<file path="config.mk">
export PLATFORM = sky130hd
export DESIGN_NAME = pc_sequencer
export DESIGN_NICKNAME = d
export VERILOG_FILES = /design/src/rtl/pc_sequencer.sv
export SDC_FILE = /design/constraint.sdc
export NUM_CORES = 1
export LEC_CHECK = 0
export ABC_AREA = 1
export BUFFER_PORTS_ARGS = -buffer_cell sky130_fd_sc_hd__buf_2
export CAP_MARGIN = 20
export CORE_AREA = 2 2 93 184
export DETAILED_ROUTE_END_ITERATION = 10
export DIE_AREA = 0 0 95 186
export GPL_ROUTABILITY_DRIVEN = 1
export GPL_TIMING_DRIVEN = 0
export PLACE_DENSITY = 0.68
export SLEW_MARGIN = 20
export SYNTH_ARGS = -nofsm -noshare
export SYNTH_HDL_FRONTEND = slang
export SYNTH_SLANG_ARGS = --single-unit
export TNS_END_PERCENT = 1
</file>
<file path="constraint.sdc">
create_clock -name CLK -period 3.7 [get_ports CLK]
set_clock_uncertainty 0.1 [all_clocks]
set_input_delay 0.74 -clock CLK [delete_from_list [all_inputs] [get_ports CLK]]
set_output_delay 0.74 -clock CLK [all_outputs]
set_load 0.03 [all_outputs]
</file>
<file path="src/rtl/pc_sequencer.sv">
// Fetch-stage program counter with prioritised redirects and a small
// circular return-address stack (RAS) for call/return prediction.
module pc_sequencer #(
    parameter int unsigned       ADDR_W    = 32,
    parameter logic [ADDR_W-1:0] RESET_VEC = 32'h0000_0000,
    parameter logic [ADDR_W-1:0] EXC_VEC   = 32'h0000_0100,
    parameter int unsigned       STEP      = 4,
    parameter int unsigned       RAS_DEPTH = 4
) (
    input  logic              CLK,
    input  logic              Reset,
    input  logic              PCWrite,
    input  logic              Exc,
    input  logic              Redirect_Valid,
    input  logic [ADDR_W-1:0] Redirect_Target,
    input  logic              Call,
    input  logic              Ret,
    output logic [ADDR_W-1:0] currentAddress,
    output logic              RAS_Empty,
    output logic              RAS_Full,
    output logic              RAS_Underflow
);

    localparam int unsigned       PTR_W   = (RAS_DEPTH > 1) ? $clog2(RAS_DEPTH) : 1;
    localparam int unsigned       CNT_W   = $clog2(RAS_DEPTH + 1);
    localparam logic [ADDR_W-1:0] STEP_V  = ADDR_W'(STEP);
    localparam logic [CNT_W-1:0]  DEPTH_C = CNT_W'(RAS_DEPTH);
    localparam logic [CNT_W-1:0]  CNT_ONE = CNT_W'(1);
    localparam logic [PTR_W-1:0]  PTR_ONE = PTR_W'(1);

    logic [ADDR_W-1:0] ras [RAS_DEPTH];
    logic [PTR_W-1:0]  top, top_next;
    logic [CNT_W-1:0]  count, count_next;
    logic [ADDR_W-1:0] pc_next, seq_pc;
    logic              underflow_next;
    logic              wr_en;
    logic [PTR_W-1:0]  wr_idx;

    assign seq_pc    = currentAddress + STEP_V;
    assign RAS_Empty = (count == '0);
    assign RAS_Full  = (count == DEPTH_C);

    // Next-PC selection and RAS push/pop decisions, in priority order.
    always_comb begin
        pc_next        = currentAddress;
        top_next       = top;
        count_next     = count;
        underflow_next = 1'b0;
        wr_en          = 1'b0;
        wr_idx         = top;
        if (Exc) begin
            pc_next    = EXC_VEC;
            count_next = '0;
        end else if (Redirect_Valid) begin
            pc_next = Redirect_Target;
        end else if (PCWrite) begin
            pc_next = seq_pc;
            if (Ret && (count != '0)) begin
                pc_next = ras[top];
                // Call+Ret on a non-empty stack replaces the top slot in place
                // rather than popping and pushing through the pointer.
                if (Call) begin
                    wr_en  = 1'b1;
                    wr_idx = top;
                end else begin
                    top_next   = top - PTR_ONE;
                    count_next = count - CNT_ONE;
                end
            end else begin
                underflow_next = Ret;
                if (Call) begin
                    // Pointer wraps, so a push when full overwrites the oldest entry.
                    wr_en    = 1'b1;
                    wr_idx   = top + PTR_ONE;
                    top_next = top + PTR_ONE;
                    if (count != DEPTH_C)
                        count_next = count + CNT_ONE;
                end
            end
        end
    end

    // PC, stack pointer, occupancy and underflow pulse registers.
    always_ff @(posedge CLK or posedge Reset) begin
        if (Reset) begin
            currentAddress <= RESET_VEC;
            top            <= '0;
            count          <= '0;
            RAS_Underflow  <= 1'b0;
        end else begin
            currentAddress <= pc_next;
            top            <= top_next;
            count          <= count_next;
            RAS_Underflow  <= underflow_next;
        end
    end

    // RAS storage; contents are meaningless until pushed, so no reset.
    always_ff @(posedge CLK) begin
        if (wr_en)
            ras[wr_idx] <= seq_pc;
    end

endmodule

</file>
== After elaboration in Yosys (flattened, before gate mapping) ==
Memory sizes are Yosys's and may differ from the RTL's.
Cells that the tools add are included.

* Flip-flop bits (word level): 38
* Latch bits: 0
* Memory bits (writable): 128
* Bits in read-only memories: 0
* Input port bits: 39
* Output and inout bits: 35
* Logic and storage cells: 54
* Memories kept: 1

* Add/subtract/negate cells: 5
* Multipliers: 0
* Div/mod/pow operators: 0
* Magnitude comparators: 0
* Equality and inequality tests: 5
* Shifts and indexed selects: 0
* Muxes and demuxes: 28
* Bitwise operators: 2
* Reduce and logical (&&, ||, !) cells: 9

{| class="wikitable"
|+ Memories
! memory !! depth !! bits a word !! read ports !! clocked after Yosys merged registers in !! write ports !! line !! text
|-
| ras || 4 || 32 || 1 || 0 || 1 || 31 || <nowiki>logic [ADDR_W-1:0] ras [RAS_DEPTH];</nowiki>
|}

{| class="wikitable"
|+ Operator list
! kind !! count
|-
| $mux W32 || 4
|-
| $add A32 B3 Y32 const B || 1
|-
| $mux W3 || 7
|-
| $mux W2 || 7
|-
| $reduce_bool A3 Y1 || 4
|-
| $mux W1 || 10
|-
| $ne A3 B3 Y1 const B || 2
|-
| $reduce_and A5 Y1 || 1
|-
| $ne A2 B2 Y1 const B || 2
|-
| $reduce_and A4 Y1 || 1
|-
| $add A3 B1 Y3 const B || 1
|-
| $eq A3 B3 Y1 const B || 1
|-
| $logic_not A3 Y1 || 1
|-
| $sub A3 B1 Y3 const B || 1
|-
| $add A2 B1 Y2 const B || 1
|-
| $not A1 Y1 || 2
|-
| $reduce_bool A2 Y1 || 1
|-
| $sub A2 B1 Y2 const B || 1
|-
| $logic_and A1 B1 Y1 || 1
|}

== Logic depth before layout (Yosys ltp) ==
Gate-level depths: netlist of run 1.

* Depth in word-level cells: 7
* Gate-level depth with buffers: 10
* Gate-level depth less buffers: 10

== Least setup slack after synthesis of run 1 ==
No wires, ideal clock.

* Kind: in2reg
* Start: input port Redirect_Valid
* End: memory ras[1][0] (enable)
* Setup time: 421 ps
* Data arrival time: 2822 ps
* Required time: 3179 ps
* Setup slack: 357 ps
* Stages on the path: 7
* Buffers on the path: 0
* Cell sequence: inv_1 > nand3_1 > nor2_1 > nand2_1 > xor2_1 > nand2b_1 > nor2_1

* Cells in the longest elaborated chain, start to end: 4
* Elaborated cells on any way between the ends: 6
* Classes of those cells: mux (6)

{| class="wikitable"
|+ RTL lines
! element !! line !! text
|-
| from (decl) || 14 || <nowiki>input logic Redirect_Valid,</nowiki>
|-
| $mux W1 || 54 || <nowiki>end else if (Redirect_Valid) begin</nowiki>
|-
| $mux W1 || 51 || <nowiki>if (Exc) begin</nowiki>
|-
| $mux W1 || 100 || <nowiki>if (wr_en)</nowiki>
|-
| $mux W1 (not written as such) || 101 || <nowiki>ras[wr_idx] <= seq_pc;</nowiki>
|-
| to (decl) || 31 ||
|}

Several ways; a longest one is shown, not always the timed one.

== Final worst setup path of run 1 ==
* Start: register top[1]
* End: memory ras[2][14] (enable)

* Cells in the longest elaborated chain, start to end: 6

{| class="wikitable"
|+ RTL lines
! element !! line !! text
|-
| from (decl) || 32 || <nowiki>logic [PTR_W-1:0] top, top_next;</nowiki>
|-
| from (signal assigned) || 92 || <nowiki>top <= top_next;</nowiki>
|-
| $add A2 B1 Y2 || 74 || <nowiki>wr_idx = top + PTR_ONE;</nowiki>
|-
| $mux W2 || n/a ||
|-
| $mux W2 || 58 || <nowiki>if (Ret && (count != '0)) begin</nowiki>
|-
| $mux W2 || 56 || <nowiki>end else if (PCWrite) begin</nowiki>
|-
| $mux W2 || 54 ||
|-
| $mux W2 (*) || 51 ||
|}

Mark *: on every way between the ends. The rest lies on a longest branch, timed or not.

==> metrics list, run 1 <==
- Cell depth of the worst flop-to-flop path: 9
* Basic-gate share of the synthesized area counting and, or, nand and nor cells: 23.3%
- P per Cell Area: 579 nW/um^2
- Total number of nets in the final design: 978
* PnR Total Power: 5.42 mW
- Sequential fraction of the synthesis area: 60.2%
- The finished layout holds 1154 standard cells, fillers aside.
* Post-Synthesis Cell Area: 7970 um^2
* Library cell used as clock root buffer: clkbuf_16
- Cells with a size suffix above 1 make up 19.5% of the layout.
- Number of global-route vias before repair: 6181
- End of the worst register-to-register path: ras[2][14]
- Wirelength per Cell: 20.1 um
* Standby leakage power: 3.93 nW
- In this run the worst setup path begins at top[1].
- For the final routed database, the setup TNS stands at 0 ps.
* Post-Place Cell Area: 8770 um^2
- Most used DFF post-synth: edfxtp_1
* Number of antenna violations at the first check in global routing: 0
* RR Startpoint: top[1]
* Total number of placement rows: 66
* Max FO, Critical Path: 19
- Adder-cell share of the synthesized area: 0.408%
- Boundary Pins: 74
- Relative slew slack: 44.8%
* Most common cell after layout, fill and taps aside: nand2_1
- Drt total wl: 23200 um
- CTS tree: done
* Via count: 6303
- The run finished with clean final reports.
- # placed instances: 1122
- Clock transition at path regs: 70 ps
- Synthesis inferred 166 register bits.
- The most critical setup path has its endpoint at ras[2][14].
- Overflow left after global routing: 0
- The worst setup path is captured at a flop.
- Slowest cell on crit path: nor2_4
* Mux contribution to synthesized area: 0%
* Main combinational cell family by area after synthesis: simple AND/OR/NAND/NOR gates
* Effective utilization at floorplan: 49.0%
- Ratio of routed vias to standard cells: 5.46
- After synthesis, the mean cell area works out to 9.50 um^2.
- In the final layout, the multi-input gates occupy 2750 um^2.
* Number of setup violations in the final report: 0
- Setup repair after global routing left no endpoint under its margin.
- The floorplan step defined a die boundary enclosing 17700 um^2.
* Worst setup path class: reg -> reg
* DRC violations left: 0
- Yosys printed 0 warnings.
* Detailed Routing Iterations Pass 1: 5
* Max Clk Rate: 0.305 GHz
* Number of sinks handled by clock tree synthesis: 166
- The synthesized netlist devotes 2.14% of its cell area to XOR and XNOR gates.
* First-pass GRT wire length: 34700 um
- The congestion estimate from routability-driven global placement came to 0.963.
- For the worst setup path, the data arrival time is 3320 ps.
* Critical path required time: 3740 ps
* Number of clock buffers inserted by TritonCTS: 17
- Async set-or-reset flop fraction in the synthesized netlist: 22.9%
* Compound-gate portion of the synthesized area: 8.31%
* Reg area: 4790 um^2
- Die Height: 186 um
* H-tree depth: 4
- Measured on the finished design, the core utilization comes to 57.5%.
- FILL cells: 1449
* Count of buffer and inverter cells on the critical path: 4
* Hold-fix buffers, CTS: 0
* Number of different library cells in the post-synthesis netlist: 43
- Dividing the final minimum period by the clock period gives 88.5%.
* Cell Chain, Critical Path: buf_4 > nand2_2 > nand2_1 > o21ai_0 > inv_1 > o21ai_0 > inv_1 > nor2_4 > buf_16
- In the global route stage, overall resource usage came out at 27.7%.
- Worst IR Drop VDD: 343 uV
- STA classifies the critical path startpoint as a flop.
- Number of buffer cells added on primary ports: 73
- Number of enable-type register cells in the synthesized netlist: 128
- Buffers inserted during post-CTS setup optimization: 0
- Kind of path behind the tightest hold check: in -> async
- Among cell families on the critical path, the largest total delay comes from simple AND/OR/NAND/NOR gates.
- The final max-slew violation count came to 0.
* Horizontal die dimension: 95 um
- The top cell types in the final layout, fill and taps aside, are nand2_1 (215), edfxtp_1 (128), nor2_1 (121), buf_2 (84), inv_1 (76).
- The area growth from synthesis to layout is 17.5%.
- Resized Gates After CTS: 0
- In this run the number of cells on the critical path is 9.
- Max-cap violations in this run came to 0.
- The region available for standard cell placement spans 16300 um^2.
- Synthesis produced 839 cells.
- Final HPWL DP: 16500 um
- The clock reaches the later pin of the worst-skew pair after 440 ps.
- Maximum number of pins on one net before global-route repair: 22
* Slowest stage delay, CP: 640 ps
* Post-synth net total: 880
- DR iter-0 viols: 544
- Design area: 9360 um^2
- Post-detailed-route count of antenna-violating nets: 0
- The worst register-to-register path has a setup slack of 420 ps.
- Count of inserted antenna diode cells: 0
- Hold violation count in the final report: 0
- For the pin with the worst max-slew slack, the measured transition is 828 ps.
- CTS max path bufs: 2
- The worst path needs 3280 ps of the cycle, external delays included.
-- cell usage after synthesis (2+ instances only) --
cell type | instances | area (um^2)
inv_1 | 77 | 289
or2_2 | 18 | 113
nand3b_1 | 3 | 22.5
edfxtp_1 | 128 | 3840
nand2_1 | 215 | 807
nand4_1 | 8 | 50.1
o21ai_0 | 46 | 230
nand3_1 | 21 | 105
nand2_4 | 2 | 22.5
xor2_2 | 2 | 32.5
o21a_1 | 7 | 52.6
nor2_4 | 6 | 67.6
xor2_1 | 11 | 96.3
o221ai_1 | 6 | 52.6
o211ai_1 | 8 | 60.1
dfrtp_1 | 38 | 951
o22ai_1 | 7 | 43.8
nand2_2 | 7 | 43.8
a22oi_1 | 3 | 22.5
buf_4 | 6 | 45.0
nand3_2 | 2 | 20.0
nor3_1 | 12 | 60.1
clkbuf_1 | 10 | 37.5
xnor2_2 | 2 | 32.5
nor2_2 | 6 | 37.5
nor2_1 | 125 | 469
buf_2 | 11 | 55.1
a21oi_1 | 31 | 155
inv_2 | 7 | 26.3
-- registers in the layout, indices dropped and copies added (netlist names) --
register and count:
RAS_Underflow 1, count 3, currentAddress 32, ras 128, top 2
-- report_power, final --
group / internal [mW] / switching [mW]
combinational: 0.411 / 0.959
clock: 1.02 / 0.759
sequential: 2.16 / 0.110
total: 3.59 / 1.83
-- per-layer routing --
metal  GRT usage, %  vias up  wire [um]
met5              0        -          0
met4           15.4        0       1240
met3           4.82       63       1420
met2           49.3      280      12300
met1           30.7     2985       8230
li1               -     2975          -
-- cell type report --
class / instances / area share, %
inverter: 84 / 3.37
tap: 204 / 2.73
sequential: 166 / 51.2
timing repair buffer: 79 / 5.51
multi-input combinational: 561 / 29.4
buffer: 28 / 1.51
clock buffer: 19 / 4.73
clock inverter: 13 / 1.59
-- stage by stage --
stage,hold WS [ps],setup slack (ps)
finish,243,424
CTS,250,428
detailed placement,437,358
global placement,435,-1180
floorplan,398,357
global route,266,289
-- worst min-delay path by stage --
stage / endpoint / from
after global routing: currentAddress[13] / Reset
after detailed placement: ras[0][1] / currentAddress[1]
after CTS: currentAddress[29] / Reset
after floorplan: ras[0][0] / currentAddress[0]
after global placement: ras[0][1] / currentAddress[1]
final: currentAddress[20] / Reset
-- worst register-to-register path, cell delays in order, from the launching register on --
cell     delay, ps
dfrtp_1        370
buf_4          180
nand2_2        230
nand2_1        120
o21ai_0        180
inv_1           70
o21ai_0        570
inv_1          260
nor2_4         640
buf_16         240
-- logic make-up (layout without fill, tap and decap cells) --
kind of cell,Yosys count,count (layout)
AO/OA/AOI/OAI,114,114
XOR/XNOR,16,16
adder cells (fa/ha/maj),2,2
buffers and inverters,112,223
flip-flops,166,166
AND/OR/NAND/NOR,429,429
(Power assumes the default switching activity.)
==> inputs of run 2 (changes only) <==
CORE_AREA = 2 2 130 132   (was 2 2 93 184)
DIE_AREA = 0 0 132 134   (was 0 0 95 186)
==> run 2 against run 1 <==
Setup slack better by 61 ps. Maximum frequency increased by 1.9%. Global-route usage is 1.9 points lower. Critical path depth is the same.
==> metrics list, run 2 (synthesized netlist as in run 1, its figures left out) <==
- Detailed Routing Iterations Pass 1: 5
* Outcome: finished, final reports clean
- TritonCTS built the clock tree.
- For this design, the sink count on the clock tree is 166.
- Worst IR Drop VDD: 350 uV
- Share of total power in combinational logic: 24.5%
- From left edge to right edge, the die measures 132 um.
* Routability-driven placement congestion ratio: 0.957
- After the last flow step, the layout net total stands at 977.
- CTS built an H-tree with a depth of 4.
- STA classifies the critical path startpoint as a flop.
- The register with the most flip-flops in the layout has 128 of them.
* Wirelength per Cell: 18.7 um
- Worst endpoint data arrival time: 3250 ps
* Portion of the clock cycle consumed by the worst path in the final layout: 86.9%
- Max Clk Rate: 0.311 GHz
- The count of final hold-check violations was 0.
- Number of antenna violations at the first check in global routing: 0
- Via count: 6179
- Core Util, Final: 57.5%
- Boundary Pins: 74
* Top reg by flops: ras
- The repair_antennas step left the layout with diodes totalling 0.
- DR iter-0 viols: 672
- The total area inside the core boundary comes to 16300 um^2.
* Hold-fix buffers, CTS: 0
* Post-route setup slack: 485 ps
- Number of global-route vias before repair: 5876
- Share of layout cells above drive strength 1: 19.0%
- Nature of the critical path endpoint: flop
- In this run the worst path has a maximum fanout of 17.
- The most critical setup path has its startpoint at top[1].
* FILL cells: 1436
- The area growth from synthesis to layout is 17.6%.
- Switching power share of the total: 32.1%
- Pre-CTS WS: 488 ps
* PnR Total Power: 5.45 mW
- The HPWL after detailed placement is 15300 um.
- Global routing used 25.8% of the available tracks across all layers.
- Number of clock buffers inserted by TritonCTS: 17
* Non-filler instance count after layout: 1169
- The startpoint identified for the worst register-to-register timing path is top[1].
- Setup repair after global routing left no endpoint under its margin.
- Once placement completed, the tool counted placed cells totaling 1137.
- The die covers 17700 um^2.
- After clock tree synthesis, the clock-pin slew on the worst setup and hold paths is 70 ps.
- Maximum number of pins on one net before global-route repair: 29
* DRC violations left: 0
- Gates resized during post-CTS repair numbered 0.
- Overflow left after global routing: 0
- Row generation in the floorplan step produced 47 rows.
- Drt total wl: 21900 um
* Effective utilization at floorplan: 48.9%
- Post-layout minimum cycle time: 3210 ps
* Buffers inserted during post-CTS setup optimization: 0
* Worst Max-Slew Pin Slew: 934 ps
- # Max-Cap Violations: 0
* Number of setup violations in the final report: 0
* Portion of total power attributed to the clock network: 33.9%
- Die Height: 134 um
* Critical path required time: 3730 ps
* First-pass GRT wire length: 33500 um
* Final Max Slew Viols: 0
- Worst setup path class: reg -> reg
- The top cell types in the final layout, fill and taps aside, are nand2_1 (215), edfxtp_1 (128), nor2_1 (121), buf_2 (84), inv_1 (76).
- Relative slew slack: 37.7%
- In this run the power spent charging and discharging nets is 1.75 mW.
* Post-detailed-route count of antenna-violating nets: 0
- CTS max path bufs: 2
* Ratio of routed vias to standard cells: 5.29
* Library cell used as clock root buffer: clkbuf_16
- Adding up every negative setup slack in the final design gives 0 ps.
- The internal power of the cells totals 3.69 mW.
- Clock latency on the worst-skew pair: 430 ps
* Register share of total power: 41.6%
- The largest registers in the layout are ras (128), currentAddress (32), count (3).
- The path class of the tightest hold or removal check is in -> async.
- P per Cell Area: 581 nW/um^2
* Standby leakage power: 3.92 nW
* Number of buffer cells added on primary ports: 73
- Leaving out fill and tap cells, the most frequent cell in the layout is nand2_1.
## run 2: cell count changes in the layout (fill, tap and decap cells not counted), sizes merged
| cell | before | now |
|---|---|---|
| clkinv | 6 | 5 |
| bufinv | 2 | 4 |
| inv | 87 | 85 |
| clkbuf | 29 | 30 |
| buf | 97 | 96 |
## run 2: path summary, 6_finish.rpt
path	endpoint	slack, ps	depth (start not counted)
setup reg to reg	ras[3][27]	490	9
hold reg to reg	ras[3][0]	450	0
hold / removal	currentAddress[3]	150	2
max in group asynchronous	currentAddress[11]	2850	3
setup / recovery	ras[3][27]	490	9
min in group CLK	ras[3][0]	450	0
## run 2: layer usage
layer,share of wire (%),vias up,global-route usage [%]
met5,0,-,0
met4,2.9,0,11.2
met3,7.4,47,4.95
met2,46,262,41.0
met1,44,2906,35.0
li1,-,2964,-
## run 2: area by class of cell
type / count / area (um^2) / share of cell area (%)
Clock inverter: 12 / 178 / 1.90
Clock buffer: 20 / 437 / 4.66
Tap cell: 220 / 275 / 2.94
Sequential cell: 166 / 4790 / 51.2
Buffer: 28 / 141 / 1.51
Inverter: 84 / 315 / 3.37
Timing Repair Buffer: 78 / 480 / 5.13
Multi-Input combinational cell: 561 / 2750 / 29.3
## run 2: power by group through the flow
stage	logic [mW]	registers, mW	clock network [mW]
floorplan	0.792	2.36	0
global placement	1.28	2.30	0
detailed placement	1.33	2.30	0
CTS	1.33	2.26	1.86
global route	1.47	2.27	1.93
finish	1.34	2.26	1.85
## run 2: worst max-delay path, cell delays in order, from the launching register on
cell,delay [ps]
dfrtp_1,360
buf_4,180
nand2_2,230
nand2_1,140
o21ai_0,190
inv_1,80
o21ai_0,580
inv_1,250
nor2_4,560
buf_16,240
## run 2: stage by stage
| step | instance area [um^2] | hold slack [ps] |
|---|---|---|
| after floorplan | 7970 | 398 |
| after global placement | 8610 | 427 |
| after detailed placement | 8750 | 430 |
| after CTS | 9370 | 154 |
| after global routing | 9370 | 169 |
| final | 9370 | 152 |
==> inputs of run 3 (changes only) <==
GPL_TIMING_DRIVEN = 1   (was 0)
==> run 3 against run 2 <==
Sequential share of layout area increased by 0.34 points. Flip-flop and latch count is the same. Clock power grew 5%. Sequential power about the same. Cell area down 0.67%. Die area did not move. Critical path depth shrank 1. Via count is 2.7% lower. Global-route usage is 1.8 points lower. Highest routed layer unchanged.
==> metrics list, run 3 (synthesized netlist as in run 1, its figures left out) <==
* Biggest registers after layout: ras (128), currentAddress (32), count (3)
* Portion of the clock cycle consumed by the worst path in the final layout: 79.2%
* Worst Max-Slew Pin Slew: 966 ps
* Drt total wl: 20700 um
* Max Clk Rate: 0.341 GHz
- Portion of total power attributed to the clock network: 35.6%
- Die Height: 134 um
* Critical path required time: 3710 ps
- Ratio of routed vias to standard cells: 5.22
- Relative slew slack: 35.5%
- Number of global-route vias before repair: 5791
- Number of sinks handled by clock tree synthesis: 166
- Hold violation count in the final report: 0
- Buffers inserted during clock tree synthesis total 17.
- RR Startpoint: top[1]
- The number of antenna violations at the first check in global routing was 0.
* Cell internal pwr: 3.78 mW
- CTS tree: done
- The critical path starts at top[1].
- Leading cell types in the layout, fill and taps excluded: nand2_1 (214), edfxtp_1 (128), nor2_1 (120), inv_1 (76), buf_2 (73)
* Setup Total Neg Slack: 0 ps
- In this run the tool buffered the top-level ports with 73 buffer cells.
- Core ar.: 16300 um^2
* First-pass GRT wire length: 32000 um
- For this configuration, the core starts out at a cell density of 48.9%.
- Share of layout cells above drive strength 1: 18.9%
- The worst-case IR drop observed on VDD is 434 uV.
* Final HPWL DP: 13800 um
* Detailed Routing Iterations Pass 1: 7
* Worst setup path class: reg -> reg
- Worst path top cell family by delay: compound AO/OA/AOI/OAI gates
* Count of inserted antenna diode cells: 0
* Total number of nets in the final design: 959
- Max FO, Critical Path: 19
* Library cell used as clock root buffer: clkbuf_16
- Via count: 6011
* Switching power total: 1.68 mW
* Most common cell after layout, fill and taps aside: nand2_1
- The floorplan has 47 rows.
- DRC violations left: 0
- In this run the power density over the cells is 586 nW/um^2.
- Entering global routing, the biggest net connects 39 pins.
- Setup repair after global routing missed its margin: no
- The run finished with clean final reports.
- Worst setup SP type: flop
- CTS max path bufs: 2
- DR iter-0 viols: 645
* Final Max Slew Viols: 0
* Cell depth of the worst flop-to-flop path: 8
- Slowest cell on crit path: o21ai_0
- H-tree depth: 4
* Max reg flops: 128
* Worst endpoint data arrival time: 2940 ps
- Resized Gates After CTS: 0
- Global routing used 24.0% of the available tracks.
* Switching power share of the total: 30.7%
- Across the run, the number of max-cap violations was 0.
- Counting both buffers and inverters, the worst setup path holds a total of 3.
- Standby leakage power: 3.90 nW
- In this design, the stage delay of the slowest critical-path cell is 570 ps.
- The design draws 5.46 mW.
* Routability-driven placement congestion ratio: 0.907
- Nature of the critical path endpoint: flop
* Overflow left after global routing: 0
- The count of nets left with antenna violations once routing finished came out at 0.
- Buffers inserted during post-CTS setup optimization: 0
* Register share of total power: 41.9%
- Clock latency on the worst-skew pair, taken at its later pin, is 430 ps.
- Counting flops per register, the top entry is ras.
- Horizontal die dimension: 132 um
* Cell Chain, Critical Path: nand2_2 > nand2_1 > o21ai_0 > inv_1 > o21ai_0 > inv_1 > nor2_4 > buf_4
- The number of hold buffers added after CTS was 0.
- Combinational logic burns 22.6% of the power.
- Clock transition at path regs: 60 ps
- In the final routed layout, each cell accounts on average for 18.0 um.
* Boundary Pins: 74
* Number of setup violations in the final report: 0
- The critical path crosses 8 cells after its start point.
- Synth-to-layout area growth: 16.8%
- Post-layout minimum cycle time: 2930 ps
- The tightest min-delay check is of the in -> async type.
- Die area: 17700 um^2
## run 3: cell types whose count changed in the layout (fill, tap and decap cells not counted), sizes merged
cell	before	now
bufinv	4	5
clkbuf	30	23
buf	96	88
inv	85	84
clkinvlp	2	0
clkinv	5	4
## run 3: power by group through the flow
stage               Combinational, mW  Clock [mW]  Sequential [mW]
finish                           1.23        1.94             2.28
global route                     1.36        2.03             2.29
CTS                              1.23        1.95             2.28
detailed placement               1.22           0             2.32
global placement                 1.20           0             2.32
floorplan                       0.792           0             2.36
## run 3: layout make-up
type / count / area, um^2
Clock buffer: 23 / 478
Sequential cell: 166 / 4790
Fill cell: 1409 / 6980
Clock inverter: 9 / 173
Multi-Input combinational cell: 561 / 2750
Inverter: 84 / 315
Timing Repair Buffer: 88 / 518
Tap cell: 220 / 275
## run 3: worst register-to-register path: stages (launching register included)
cell and delay [ps]:
dfrtp_1 520, nand2_2 380, nand2_1 140, o21ai_0 170, inv_1 70, o21ai_0 570, inv_1 240, nor2_4 160
buf_4 270
## run 3: metrics by stage
stage	utilization, %	area [um^2]	worst slack (ps)	instances	hold WS (ps)
floorplan	-	7970	357	839	398
global placement	52.8	8600	576	1117	439
detailed placement	52.8	8600	539	1117	431
CTS	56.8	9250	739	1149	446
global route	57.1	9310	593	1151	459
finish	57.1	9310	771	1151	433
## run 3: final timing paths
| check | to | slack, ps |
|---|---|---|
| worst min register to register | ras[3][1] | 440 |
| worst max register to register | ras[3][31] | 770 |
| worst max-delay path | ras[3][31] | 770 |
| worst min-delay path | currentAddress[2] | 430 |
| max in group asynchronous | currentAddress[18] | 2470 |
| min in group CLK | ras[3][1] | 440 |
## run 3: routing by layer
layer	routed length (um)	track usage, %	vias to the layer above
met5	0	0	-
met2	9440	37.9	242
li1	-	-	2932
met1	9230	33.1	2804
met4	554	10.0	0
met3	1460	4.08	33
